## src/rtl/simd_pkg.sv

```systemverilog
`default_nettype none
// ============================================================================
//  Module      : simd_pkg
//  Description : Shared defaults, op encodings, FSM state type and helpers
//                for the SIMD issue front end.
//  Revision    : 1.0 - initial release
// ============================================================================
package simd_pkg;

    localparam int LANES_DEF   = 8;
    localparam int WIDTH_DEF   = 16;
    localparam int OPW_DEF     = 3;
    localparam int ALU_LAT_DEF = 1;

    // Op encodings understood by simd_alu; the issue unit only carries them.
    localparam logic [2:0] OP_ADD = 3'b000;
    localparam logic [2:0] OP_SUB = 3'b001;
    localparam logic [2:0] OP_AND = 3'b010;
    localparam logic [2:0] OP_OR  = 3'b011;
    localparam logic [2:0] OP_XOR = 3'b100;

    typedef enum logic [1:0] {
        FILL  = 2'd0,
        ISSUE = 2'd1,
        WAIT  = 2'd2,
        DRAIN = 2'd3
    } state_e;

    // 16-bit increment that sticks at all-ones instead of wrapping.
    function automatic logic [15:0] sat_inc16(input logic [15:0] v);
        return (v == 16'hFFFF) ? v : v + 16'd1;
    endfunction

endpackage
`default_nettype wire

```

## src/rtl/simd_lane_buf.sv

```systemverilog
`default_nettype none
// ============================================================================
//  Module      : simd_lane_buf
//  Description : LANES x WIDTH register bank. Written one lane at a time by
//                index, or loaded all lanes at once; read out packed.
//  Revision    : 1.0 - initial release
// ============================================================================
module simd_lane_buf
    import simd_pkg::*;
#(
    parameter int LANES = LANES_DEF,
    parameter int WIDTH = WIDTH_DEF,
    parameter int IDXW  = (LANES > 1) ? $clog2(LANES) : 1
) (
    input  logic                   clk,
    input  logic                   rst,
    input  logic                   clr_i,
    input  logic                   wr_en_i,
    input  logic [IDXW-1:0]        wr_idx_i,
    input  logic [WIDTH-1:0]       wr_data_i,
    input  logic                   ld_en_i,
    input  logic [LANES*WIDTH-1:0] ld_data_i,
    output logic [LANES*WIDTH-1:0] q_o
);

    for (genvar gi = 0; gi < LANES; gi++) begin : g_lane
        logic [WIDTH-1:0] lane_q;

        // Clear wins over a bulk load, which wins over a single-lane write.
        always_ff @(posedge clk or posedge rst) begin
            if (rst) begin
                lane_q <= '0;
            end else if (clr_i) begin
                lane_q <= '0;
            end else if (ld_en_i) begin
                lane_q <= ld_data_i[gi*WIDTH +: WIDTH];
            end else if (wr_en_i && (wr_idx_i == IDXW'(gi))) begin
                lane_q <= wr_data_i;
            end
        end

        assign q_o[gi*WIDTH +: WIDTH] = lane_q;
    end

endmodule
`default_nettype wire

```

## src/rtl/simd_issue_unit.sv

```systemverilog
`default_nettype none
// ============================================================================
//  Module      : simd_issue_unit
//  Description : Packs scalar operand pairs into SIMD vectors, issues them to
//                simd_alu, captures the vector result and streams it back out
//                one lane per handshake. Counts batches and batch cycles.
//  Revision    : 1.0 - initial release
// ============================================================================
module simd_issue_unit
    import simd_pkg::*;
#(
    parameter  int LANES   = LANES_DEF,
    parameter  int WIDTH   = WIDTH_DEF,
    parameter  int OPW     = OPW_DEF,
    parameter  int ALU_LAT = ALU_LAT_DEF,
    localparam int IDXW    = (LANES > 1) ? $clog2(LANES) : 1
) (
    input  logic                   clk,
    input  logic                   rst,
    input  logic                   in_valid,
    output logic                   in_ready,
    input  logic [WIDTH-1:0]       in_a,
    input  logic [WIDTH-1:0]       in_b,
    input  logic [OPW-1:0]         in_op,
    input  logic                   flush,
    output logic [LANES*WIDTH-1:0] alu_a,
    output logic [LANES*WIDTH-1:0] alu_b,
    output logic [OPW-1:0]         alu_op,
    input  logic [LANES*WIDTH-1:0] alu_y,
    input  logic                   alu_valid,
    output logic                   out_valid,
    input  logic                   out_ready,
    output logic [WIDTH-1:0]       out_y,
    output logic [IDXW-1:0]        out_lane,
    output logic [15:0]            batch_cnt,
    output logic [15:0]            batch_cycles
);

    // Count must be able to hold LANES itself; wait counter must hold ALU_LAT.
    localparam int CNTW  = $clog2(LANES + 1);
    localparam int WAITW = $clog2(ALU_LAT + 1);

    state_e            state_q, state_d;
    logic [CNTW-1:0]   count_q, count_d;
    logic [IDXW-1:0]   idx_q, idx_d;
    logic [OPW-1:0]    op_q, op_d;
    logic [WAITW-1:0]  wait_q, wait_d;
    logic [15:0]       cyc_q, cyc_d;
    logic              out_valid_q, out_valid_d;
    logic [15:0]       batch_cnt_q, batch_cnt_d;
    logic [15:0]       batch_cycles_q, batch_cycles_d;

    logic                   w_op_mismatch;
    logic                   w_in_ready;
    logic                   w_accept;
    logic                   w_last_lane;
    logic                   w_capture;
    logic                   w_done;
    logic [LANES*WIDTH-1:0] w_res_vec;
    logic [WIDTH-1:0]       w_res_lane [LANES];

    // A pair whose op differs from the open batch must wait for the next one.
    assign w_op_mismatch = (count_q != '0) && (in_op != op_q);
    assign w_in_ready    = !rst && (state_q == FILL) && !w_op_mismatch;
    assign w_accept      = in_valid && w_in_ready;
    assign w_last_lane   = (CNTW'(idx_q) + CNTW'(1)) == count_q;

    // Operand banks: written during FILL, frozen until the batch retires,
    // then cleared so unfilled lanes of the next batch read as zero.
    simd_lane_buf #(
        .LANES (LANES),
        .WIDTH (WIDTH),
        .IDXW  (IDXW)
    ) u_buf_a (
        .clk       (clk),
        .rst       (rst),
        .clr_i     (w_done),
        .wr_en_i   (w_accept),
        .wr_idx_i  (count_q[IDXW-1:0]),
        .wr_data_i (in_a),
        .ld_en_i   (1'b0),
        .ld_data_i ('0),
        .q_o       (alu_a)
    );

    simd_lane_buf #(
        .LANES (LANES),
        .WIDTH (WIDTH),
        .IDXW  (IDXW)
    ) u_buf_b (
        .clk       (clk),
        .rst       (rst),
        .clr_i     (w_done),
        .wr_en_i   (w_accept),
        .wr_idx_i  (count_q[IDXW-1:0]),
        .wr_data_i (in_b),
        .ld_en_i   (1'b0),
        .ld_data_i ('0),
        .q_o       (alu_b)
    );

    simd_lane_buf #(
        .LANES (LANES),
        .WIDTH (WIDTH),
        .IDXW  (IDXW)
    ) u_buf_res (
        .clk       (clk),
        .rst       (rst),
        .clr_i     (w_done),
        .wr_en_i   (1'b0),
        .wr_idx_i  ('0),
        .wr_data_i ('0),
        .ld_en_i   (w_capture),
        .ld_data_i (alu_y),
        .q_o       (w_res_vec)
    );

    for (genvar gi = 0; gi < LANES; gi++) begin : g_res_unpack
        assign w_res_lane[gi] = w_res_vec[gi*WIDTH +: WIDTH];
    end

    // State and bookkeeping registers; reset aborts any batch in flight.
    always_ff @(posedge clk or posedge rst) begin
        if (rst) begin
            state_q        <= FILL;
            count_q        <= '0;
            idx_q          <= '0;
            op_q           <= '0;
            wait_q         <= '0;
            cyc_q          <= '0;
            out_valid_q    <= 1'b0;
            batch_cnt_q    <= '0;
            batch_cycles_q <= '0;
        end else begin
            state_q        <= state_d;
            count_q        <= count_d;
            idx_q          <= idx_d;
            op_q           <= op_d;
            wait_q         <= wait_d;
            cyc_q          <= cyc_d;
            out_valid_q    <= out_valid_d;
            batch_cnt_q    <= batch_cnt_d;
            batch_cycles_q <= batch_cycles_d;
        end
    end

    // Next-state logic: fill, issue, wait for the ALU, drain lane by lane.
    always_comb begin
        state_d        = state_q;
        count_d        = count_q;
        idx_d          = idx_q;
        op_d           = op_q;
        wait_d         = wait_q;
        cyc_d          = cyc_q;
        out_valid_d    = out_valid_q;
        batch_cnt_d    = batch_cnt_q;
        batch_cycles_d = batch_cycles_q;
        w_capture      = 1'b0;
        w_done         = 1'b0;

        unique case (state_q)
            FILL: begin
                // Timer runs from the first accept, which counts as cycle 1.
                if (count_q != '0) begin
                    cyc_d = sat_inc16(cyc_q);
                end
                if (w_accept) begin
                    count_d = count_q + CNTW'(1);
                    if (count_q == '0) begin
                        op_d  = in_op;
                        cyc_d = 16'd1;
                    end
                end
                // count_d already includes a same-cycle accept, so a flush
                // alongside the first pair still closes a one-lane batch.
                if ((w_accept && (count_q == CNTW'(LANES - 1))) ||
                    (flush && (count_d != '0)) ||
                    (in_valid && w_op_mismatch)) begin
                    state_d = ISSUE;
                end
            end

            ISSUE: begin
                cyc_d   = sat_inc16(cyc_q);
                wait_d  = WAITW'(1);
                state_d = WAIT;
            end

            WAIT: begin
                cyc_d = sat_inc16(cyc_q);
                if (wait_q == WAITW'(ALU_LAT)) begin
                    if (alu_valid) begin
                        w_capture   = 1'b1;
                        out_valid_d = 1'b1;
                        idx_d       = '0;
                        state_d     = DRAIN;
                    end
                end else begin
                    wait_d = wait_q + WAITW'(1);
                end
            end

            DRAIN: begin
                cyc_d = sat_inc16(cyc_q);
                if (out_ready) begin
                    if (w_last_lane) begin
                        w_done         = 1'b1;
                        out_valid_d    = 1'b0;
                        batch_cnt_d    = batch_cnt_q + 16'd1;
                        batch_cycles_d = sat_inc16(cyc_q);
                        count_d        = '0;
                        idx_d          = '0;
                        cyc_d          = '0;
                        state_d        = FILL;
                    end else begin
                        idx_d = idx_q + IDXW'(1);
                    end
                end
            end

            default: begin
                state_d = FILL;
            end
        endcase
    end

    assign in_ready     = w_in_ready;
    assign alu_op       = op_q;
    assign out_valid    = out_valid_q;
    assign out_y        = out_valid_q ? w_res_lane[idx_q] : '0;
    assign out_lane     = idx_q;
    assign batch_cnt    = batch_cnt_q;
    assign batch_cycles = batch_cycles_q;

endmodule
`default_nettype wire

```

## config.mk

```make
export PLATFORM = sky130hd
export DESIGN_NAME = simd_issue_unit
export DESIGN_NICKNAME = d
export VERILOG_FILES = /design/src/rtl/simd_pkg.sv /design/src/rtl/simd_lane_buf.sv /design/src/rtl/simd_issue_unit.sv
export SDC_FILE = /design/constraint.sdc
export NUM_CORES = 1
export LEC_CHECK = 0
export BUFFER_PORTS_ARGS = -buffer_cell sky130_fd_sc_hd__buf_2
export CAP_MARGIN = 40
export CORE_ASPECT_RATIO = 0.6
export CORE_MARGIN = 2
export CORE_UTILIZATION = 35
export CTS_CLUSTER_DIAMETER = 150
export CTS_CLUSTER_SIZE = 30
export DETAILED_ROUTE_END_ITERATION = 12
export GPL_TIMING_DRIVEN = 0
export PLACE_DENSITY = 0.61
export REMOVE_ABC_BUFFERS = 1
export SKIP_CTS_REPAIR_TIMING = 1
export SLEW_MARGIN = 20
export SYNTH_ARGS = -nofsm -noshare
export SYNTH_HDL_FRONTEND = slang
export SYNTH_SLANG_ARGS = --single-unit
```

## constraint.sdc

```tcl
create_clock -name clk -period 17.36 [get_ports clk]
set_input_delay 3.472 -clock clk [delete_from_list [all_inputs] [get_ports clk]]
set_output_delay 3.472 -clock clk [all_outputs]
set_load 0.05 [all_outputs]
```

==> metrics <==
Layout Utilization=41.7%; Mapped Area=20200 µm²; Fin Setup TNS=0 ps; residual DRC count=0; Die H=190 µm; worst skew pair latency=570 ps; CTS tree=yes; FF+latch count, synth=446; CP Data Arrival Time=4930 ps; CP startpoint kind=input port; Max Cap Viol=0; FP Rows=68; layout cells sized above 1=27.2%; PD cells=156 nW/µm²; CP most frequent cell=buf_2; register area share after synthesis=55.3%; First DRT Iteration DRCs=1202; Max Fclk=119 MHz; FFs w/ async S/R, synth=100%; period utilization=48.4%; Max VDD drop=0.0000870 V; Overflow after GRT=0; global-route wire length before repair=95800 µm; clock root buffer=clkbuf_16; Hold Fails Final Rpt=0; Cells after Synth=2061; critical path cell sequence=buf_2, xor2_1, o31ai_1, and3_1, buf_2; non-filler cells, final=3189; CP delay by family, top=compound AO/OA/AOI/OAI gates; Clock transition at path regs=120 ps; clk sinks=446; Setup Viol. Count Final=0; Routed Antenna Nets=0; Power Total=3.72 mW; maximum clock path buffer count=3; Post-synth EDFFs=0; Ports=481; max-slew violations=0; die area=59700 µm²; headroom to the max-slew limit=45.3%; Final Wtd Congestion=0.810; Max stage delay on crit path=630 ps; Total GRT Usage=20.1%; Leak Pwr=11.4 nW; Routed Wire Length=61500 µm; commonest non-fill, non-tap cells in the layout=641 x nand2_1, 480 x buf_2, 443 x dfrtp_1; WL per Instance=19.3 µm; Mean Syn Cell Area=9.80 µm²; CP Class=in2out; Synth cell types=53; worst min path class=reg2reg; H-Tree Level Count=1; via-per-instance ratio=5.09; dpl hpwl=42200 µm; Via Count=16200; Final WS setup=8960 ps; RSZ-0062 raised after global routing=false; Setup WS pre-CTS=8980 ps; Layout area overhead=18.3%; fin nets=2596; Slowest cell on crit path=o31ai_1; Yosys warning count=0; Slew @ Worst Pin=818 ps; initial antenna violation count=6; CTS Buf Count=18; final clock skew=20.1 ps; commonest non-fill, non-tap cell in the layout=nand2_1; min Tclk post-route=8400 ps; largest net degree at the start of global routing=109; DR pass1 iterations=5; status=finished, final reports clean; Fill cells=5585; Starting Density=35.3%; vias in the first global route=16300; WP data required=13890 ps; Crit. End Element=primary output; WP buf/inv=2; Top FF cell, synth=dfrtp_1; Critical Path Fanout Max=5; PortBufs=480; DIE WIDTH=314 µm; DP Cell Count=3164; core footprint=57300 µm²
flip-flops by register name, indices dropped and copies added (netlist names):
name / cells
out_valid: 1
batch_cycles: 16
state_q: 2
u_buf_a.g_lane.lane_q: 128
out_lane: 3
alu_op: 3
count_q: 4
u_buf_res.g_lane.lane_q: 128
u_buf_b.g_lane.lane_q: 128
batch_cnt: 16
wait_q: 1
cyc_q: 16
cell usage after synthesis (15+ instances only):
cell	n	area [µm²]
a21oi_1	240	1200
a21oi_2	60	526
buf_2	83	415
buf_4	15	113
buf_6	16	180
clkbuf_1	59	221
dfrtp_1	446	11200
mux2i_1	117	1170
mux4_2	32	721
nand2_1	643	2410
nand3_1	26	130
nor2_1	118	443
nor2b_1	16	100
o21ai_0	21	105
xnor2_1	15	131
xor2_1	17	149
cell families after synthesis:
kind of cell	after synthesis	synth area share (%)
AO/OA/AOI/OAI	361	10.6
XOR/XNOR	32	1.39
adder cells (fa/ha/maj)	13	0.806
buffers and inverters	189	4.90
flip-flops	446	55.3
multiplexers	153	9.59
AND/OR/NAND/NOR	867	17.5
worst paths after layout:
kind / cells after the start / slack [ps] / from / end
worst min-delay path: 1 / 490 / batch_cnt[15] / batch_cnt[15]
max in group asynchronous: 4 / 12970 / rst / u_buf_a.g_lane[1].lane_q[9]
worst max register to register: 9 / 13640 / out_lane[0] / u_buf_a.g_lane[2].lane_q[5]
worst min register to register: 1 / 490 / batch_cnt[15] / batch_cnt[15]
min in group asynchronous: 2 / 2980 / rst / count_q[2]
worst max-delay path: 5 / 8960 / in_op[0] / in_ready
cell type report:
| type | count | area (µm²) | area share (%) |
|---|---|---|---|
| clock buffer | 20 | 479 | 2.01 |
| clock inverter | 1 | 30.0 | 0.126 |
| inverter | 12 | 52.6 | 0.220 |
| multi-input combinational | 1426 | 8100 | 33.9 |
| tap | 770 | 963 | 4.03 |
| sequential | 446 | 11200 | 46.8 |
| timing repair buffer | 510 | 3080 | 12.9 |
| antenna | 4 | 10.0 | 0.0419 |
stage by stage:
| stage | hold WS (ps) | cell area [µm²] |
|---|---|---|
| after detailed placement | 469 | 23400 |
| after floorplan | 476 | 19200 |
| final | 492 | 23900 |
| after global routing | 511 | 23900 |
| after CTS | 496 | 23900 |
| after global placement | 457 | 22600 |
power breakdown:
group | switching (mW) | internal [mW] | leakage [nW]
registers | 0.197 | 1.31 | 5.96
logic | 1.17 | 0.494 | 5.20
clock network | 0.335 | 0.215 | 0.249
total | 1.70 | 2.02 | 11.4
per-layer routing:
metal | wire, µm | track usage, % | up-vias
met2 | 29100 | 31.7 | 476
met3 | 3400 | 3.31 | 81
met4 | 1430 | 5.32 | 4
li1 | - | - | 7483
met5 | 20 | 0 | -
met1 | 27600 | 28.8 | 8173
No activity file was read; power rests on OpenSTA's default activity.
